===== config.mk =====
export PLATFORM = sky130hd
export DESIGN_NAME = seq_shifter
export DESIGN_NICKNAME = d
export VERILOG_FILES = /design/src/rtl/seq_shifter.sv
export SDC_FILE = /design/constraint.sdc
export NUM_CORES = 1
export LEC_CHECK = 0
export CELL_PAD_IN_SITES_DETAIL_PLACEMENT = 1
export CELL_PAD_IN_SITES_GLOBAL_PLACEMENT = 2
export CORE_UTILIZATION = 30
export CTS_BUF_LIST = sky130_fd_sc_hd__clkbuf_16
export CTS_CLUSTER_DIAMETER = 100
export DETAILED_ROUTE_END_ITERATION = 12
export GPL_TIMING_DRIVEN = 0
export PLACE_DENSITY = 0.77
export SLEW_MARGIN = 15
export SYNTH_ARGS = -nofsm -noshare
export SYNTH_HDL_FRONTEND = slang
export SYNTH_SLANG_ARGS = --single-unit
export TNS_END_PERCENT = 50

===== constraint.sdc =====
create_clock -name clk -period 2.21 [get_ports clk]
set_input_delay 0.442 -clock clk [delete_from_list [all_inputs] [get_ports clk]]
set_output_delay 0.442 -clock clk [all_outputs]
set_load 0.01 [all_outputs]

===== src/rtl/seq_shifter.sv =====
// Sequential barrel-free shifter: performs one 1-bit shift/rotate step per
// clock until the requested amount is exhausted, then pulses done.
module seq_shifter #(
  parameter int WIDTH = 8,
  parameter int AMTW  = 3
) (
  input  logic             clk,
  input  logic             rst_n,
  input  logic             start,
  input  logic [2:0]       mode,
  input  logic [AMTW-1:0]  amount,
  input  logic [WIDTH-1:0] din,
  output logic [WIDTH-1:0] dout,
  output logic             carry,
  output logic             busy,
  output logic             done,
  output logic             err
);

  localparam logic [2:0] M_PASS = 3'b000;
  localparam logic [2:0] M_LSL  = 3'b001;
  localparam logic [2:0] M_LSR  = 3'b010;
  localparam logic [2:0] M_ROR  = 3'b011;
  localparam logic [2:0] M_ROL  = 3'b100;
  localparam logic [2:0] M_ASR  = 3'b101;

  typedef enum logic [1:0] {IDLE, SHIFT, DONE} state_t;

  state_t          state, nxt;
  logic [2:0]      op;
  logic [AMTW-1:0] count;
  logic            accept;
  logic            illegal;
  logic            quick;

  // A new request is taken whenever we are not mid-shift (DONE included,
  // which is what allows back-to-back operation without an idle cycle).
  assign accept  = start && (state != SHIFT);
  assign illegal = mode[2] & mode[1];
  // Requests that need no stepping go straight to DONE.
  assign quick   = (amount == '0) || (mode == M_PASS) || illegal;

  // State register
  always_ff @(posedge clk or negedge rst_n) begin
    if (!rst_n) state <= IDLE;
    else        state <= nxt;
  end

  // Next-state logic
  always_comb begin
    nxt = state;
    case (state)
      IDLE:    if (accept) nxt = quick ? DONE : SHIFT;
      SHIFT:   if (count == AMTW'(1)) nxt = DONE;
      DONE:    if (accept) nxt = quick ? DONE : SHIFT;
               else        nxt = IDLE;
      default: nxt = IDLE;
    endcase
  end

  // Status outputs decoded from state
  always_comb begin
    busy = (state == SHIFT);
    done = (state == DONE);
  end

  // Datapath: capture on accept, one step per cycle while shifting
  always_ff @(posedge clk or negedge rst_n) begin
    if (!rst_n) begin
      dout  <= '0;
      carry <= 1'b0;
      op    <= M_PASS;
      count <= '0;
      err   <= 1'b0;
    end else if (accept) begin
      dout  <= din;
      carry <= 1'b0;
      op    <= mode;
      count <= amount;
      err   <= illegal;
    end else if (state == SHIFT) begin
      count <= count - AMTW'(1);
      case (op)
        M_LSL: begin
          dout  <= {dout[WIDTH-2:0], 1'b0};
          carry <= dout[WIDTH-1];
        end
        M_LSR: begin
          dout  <= {1'b0, dout[WIDTH-1:1]};
          carry <= dout[0];
        end
        M_ASR: begin
          dout  <= {dout[WIDTH-1], dout[WIDTH-1:1]};
          carry <= dout[0];
        end
        M_ROR: begin
          dout  <= {dout[0], dout[WIDTH-1:1]};
          carry <= dout[0];
        end
        M_ROL: begin
          dout  <= {dout[WIDTH-2:0], dout[WIDTH-1]};
          carry <= dout[WIDTH-1];
        end
        default: begin
          dout  <= dout;
          carry <= carry;
        end
      endcase
    end
  end

endmodule


Word-level counts from Yosys, hierarchy flattened. Index checks and enable logic that the tools add are counted.

Reduce and logical (&&, ||, !) cells: 16. Mux-type cells: 13. Bitwise gates (word level): 1. $add $sub $neg: 1. Equality and inequality tests: 12.

Operators by type and width (count): 8-bit one-hot mux with 5 select lines (1); 8-bit two-way mux (2); 2-bit two-way mux (4); 3-bit by 1-bit equality test with 1-bit output, second input constant (2); 3-bit by 2-bit equality test with 1-bit output, second input constant (2); 3-bit equality test, second input constant (2); 3-bit zero test (2); 3-bit two-way mux (2); 2-bit one-hot mux with 3 select lines (1); 2-bit AND reduction (3); 6-bit nonzero test (1); 5-bit nonzero test (1); 2-bit by 1-bit inequality test with 1-bit output, second input constant (2); 2-bit inequality test, second input constant (2); 3-bit AND reduction (1); 3-bit nonzero test (1); 3-bit OR reduction (1); 3-bit by 1-bit subtractor with 3-bit output, second input constant (1); 2-bit by 1-bit equality test with 1-bit output, second input constant (1); 2-bit equality test, second input constant (1); 2-bit zero test (1); 1-bit logical OR (2); 1-bit two-way mux (2); 1-bit one-hot mux with 2 select lines (1); 4 further kinds (4).

Logic and storage cells: 50. Bits in registers: 18. Output and inout bits: 12. Input bits: 17.

Longest topological paths before layout. Gate-level depths: netlist of the first run.

Depth after elaboration: 6. Depth in mapped cells: 8. Depth with buffers taken out: 6.

Worst setup path after synthesis of the first run. OpenSTA, ideal clock, no wires.

Path type: reg2reg. Start point: register op[2]. End point: register dout[5]. Period minus slack after synthesis: 1745 ps. Required time: 2085 ps. Stages on the path, launching flop included: 9. Setup slack: 465 ps. Path buffers: 2. Data arrival time: 1620 ps. Setup time: 125 ps. Cells stage by stage: dfrtp_1 > buf_6 > inv_1 > ha_1 > clkbuf_2 > nor3b_2 > a222oi_1 > a2bb2oi_1 > mux2_4.

Cells in the longest elaborated chain, start to end: 4. Elaborated cells on any way between the ends: 10. Those cells by class: eq/ne (5); mux (3); reduce/logical (2).

Ends and longest elaborated chain: start, declared (line 30) `logic [2:0] op;`; start signal, assigned (line 78) `op <= mode;`; 3-bit equality test (tied with other cells) (line 83) `case (op)`; 8-bit one-hot mux with 5 select lines (line 83); 8-bit two-way mux (line 81) `end else if (state == SHIFT) begin`; 8-bit two-way mux (line 75) `end else if (accept) begin`; end signal, assigned (line 76) `dout <= din;`; end signal, assigned (line 85) `dout <= {dout[WIDTH-2:0], 1'b0};`; end signal, assigned (line 89) `dout <= {1'b0, dout[WIDTH-1:1]};`; end, declared (line 13) `output logic [WIDTH-1:0] dout,`.

Parallel ways exist; a longest one is shown, timed or not. The select of a mux whose other input is x is not followed. A chain may end at the register's enable or synchronous reset.

Final worst setup path of the first run.
Start point: register op[1]. End point: register dout[4].

The elaborated chain is that of the path after synthesis.

==> results of run 1 <==
## worst paths after layout
check	slack, ns	startpoint	to
hold / removal	0.48	count[0]$_DFFE_PN0P_	count[0]$_DFFE_PN0P_
setup / recovery	0.17	op[1]$_DFFE_PN0P_	dout[4]$_DFFE_PN0P_
hold reg to reg	0.48	count[0]$_DFFE_PN0P_	count[0]$_DFFE_PN0P_
max in group asynchronous	1.00	rst_n	dout[5]$_DFFE_PN0P_
setup reg to reg	0.17	op[1]$_DFFE_PN0P_	dout[4]$_DFFE_PN0P_
min in group asynchronous	0.68	rst_n	err$_DFFE_PN0P_
## power breakdown
| part | total (mW) | switching (mW) | internal [mW] |
|---|---|---|---|
| clock network | 0.368 | 0.128 | 0.241 |
| registers | 0.690 | 0.198 | 0.493 |
| logic | 1.54 | 0.745 | 0.791 |
| total | 2.59 | 1.07 | 1.52 |
## critical path, stage by stage (launching register included)
cell	delay (ns)
dfrtp_1	0.49
ha_1	0.33
clkbuf_2	0.18
nor3b_2	0.33
a31o_1	0.21
a221oi_1	0.12
o31ai_2	0.28
## cell families (layout without fill, tap and decap cells)
kind of cell               Yosys count  after routing  synth area share
adders and majority gates            3              3            0.0312
and+or+nand+nor                     45             45             0.214
AOI/OAI and AO/OA                   35             35             0.237
muxes                                5              5            0.0551
buffers and inverters               16             47            0.0811
DFF                                 18             18             0.374
xor gates and xnor gates             1              1           0.00728
## routing by layer
| metal | part of all wire | GRT usage | wire length (um) |
|---|---|---|---|
| met5 | 0 | 0 | 0 |
| met4 | 0.0092 | 0.0326 | 31 |
| met3 | 0.027 | 0.0313 | 91 |
| met2 | 0.48 | 0.302 | 1610 |
| met1 | 0.49 | 0.231 | 1650 |
## registers in the layout, indices dropped and copies added, names as in the netlist
register / cells
state: 2
carry: 1
op: 3
err: 1
dout: 8
count: 3
## cell usage in the layout (no fill, tap or decap), drive strengths merged, types with 2 or more instances in the layout
cell | netlist | layout
buf | 7 | 7
a2bb2oi | 3 | 3
a222oi | 3 | 3
mux2 | 4 | 4
nor2b | 5 | 5
a21oi | 2 | 2
dfrtp | 18 | 18
clkdlybuf4s50 | 0 | 27
a221oi | 3 | 3
clkbuf | 1 | 4
inv | 8 | 8
a211oi | 3 | 3
o31ai | 5 | 5
a221o | 2 | 2
nand3 | 5 | 5
ha | 3 | 3
nand2 | 15 | 15
and3b | 4 | 4
or3 | 2 | 2
nor2 | 8 | 8
o21ai | 7 | 7
## final cells by class
type	instances	area, sq um	share of cell area
plain buffers	8	67.6	0.0419
clock buffers	3	75.1	0.0465
clock inverters	1	3.75	0.00233
inverters	8	30.0	0.0186
multi-input cells	89	656	0.407
flip-flops and latches	18	450	0.279
well taps	48	60.1	0.0372
repair buffers	27	270	0.168
## metrics by stage
stage	util	setup slack, ns
after global placement	0.410	0.249
after global routing	0.431	0.0665
after floorplan	-	0.465
final	0.431	0.174
after detailed placement	0.410	0.188
after CTS	0.431	0.185
==> flow_summary.ini, run 1 <==
[outcome]
outcome = finished, final reports clean

[drt]
vias_per_cell = 5.23
firstDrtPassIters = 6
num_vias = 1057
wl_per_cell_um = 16.7
ant_nets = 0
drcViolationCount = 0
drtIter0Drc = 61
drt-total-wl_mm = 3.38

[place]
dp.cells = 198
place_area_sq_um = 1530
port_buffers = 27
gp_congestion = 0.780
hpwl_mm = 2.44

[timing]
hold_viol_final = 0
min_period_over_period = 0.921
period_minus_slack_ns = 2.04
relSlewSlack = 0.433
skew_ns = 0.00402
rsz0062_at_grt = false
timing.fmax_ghz = 0.491
setup_viol = 0
holdWs_ns = 0.478
slew_violations = 0
tightest_slew_ns = 0.848
setup_tns_ns = 0

[synthesis]
yosys-top-cells-count = 18 x dfrtp_1, 14 x nand2_1, 8 x nor2_1
yosysWarnings = 0
synth_edf_count = 0
netlist.area_leader.share = 0.374
ys.flop_type = dfrtp_1
synth_seq_cells = 18
synth_cell_types = 43
synth_area_per_cell_sq_um = 9.79
syn-num-nets = 143
synthArstFlopShare = 1.00
ys_seq_area_frac = 0.374
synth_area_sq_um = 1200
synth_area_leaders = dfrtp_1 37%, nand2_1 4.4%, mux2_4 3.7%
synth.most_common_cell = dfrtp_1
syn_inst = 123
yosysTopAreaCell = dfrtp_1

[worst_setup_path]
startpoint_type = flip-flop
cp_max_fo = 10
criticalPathCategory = reg -> reg
rr_worst_depth = 6
crit_arrival_ns = 2.19
cp.required_ns = 2.36
endpoint_kind = flip-flop

[grt]
grt.total_usage = 0.176
grt_pass1_wl_mm = 5.62
antenna_found_initial = 0
grt_max_degree = 19
overflow = 0
grt_pass1_vias = 1118

[die]
start_util = 0.322
die_area_sq_um = 4270
core_area_sq_um = 3740
fp-row-count = 22
die_w_um = 65.3
io_pins = 29
die_h_um = 65.3

[worst_hold_path]
hold_depth = 1
hp-class = reg -> reg

[cells_and_area]
final_cell_area_sq_um = 1610
finalNetCount = 175
fin_cells = 202
num_antenna_cells = 0
area_delta_synth_final_pct = 34.0
num-fill-cells = 441
drive_gt1_frac = 0.156

[flow_run]
drv_cap = 0

[power_and_ir_drop]
vdd_drop_max_mv = 0.780
totalPowerFinal_mw = 2.59
leakage_nw = 0.708
p_per_area_nw_per_um2 = 1610

[clocking]
cts_tree = built
cts_buffer_depth = 2
cts_buffers = 3
postCtsResizedCells = 0
clk_pin_slew_worst_paths_ns = 0.06
cts.sinks = 18
cts_max_level = 1
postCtsSetupRepairBufs = 0
clk_latency_ns = 0.25
root_buffer = clkbuf_16
hold_buffers = 0
Note: power is estimated with default switching activity, not from simulation.
==> run 2: changes to the inputs <==
- SETUP_SLACK_MARGIN: unset -> 0.02
==> results of run 2 <==
Final layout, timing and power as in run 1 (identical DEF).
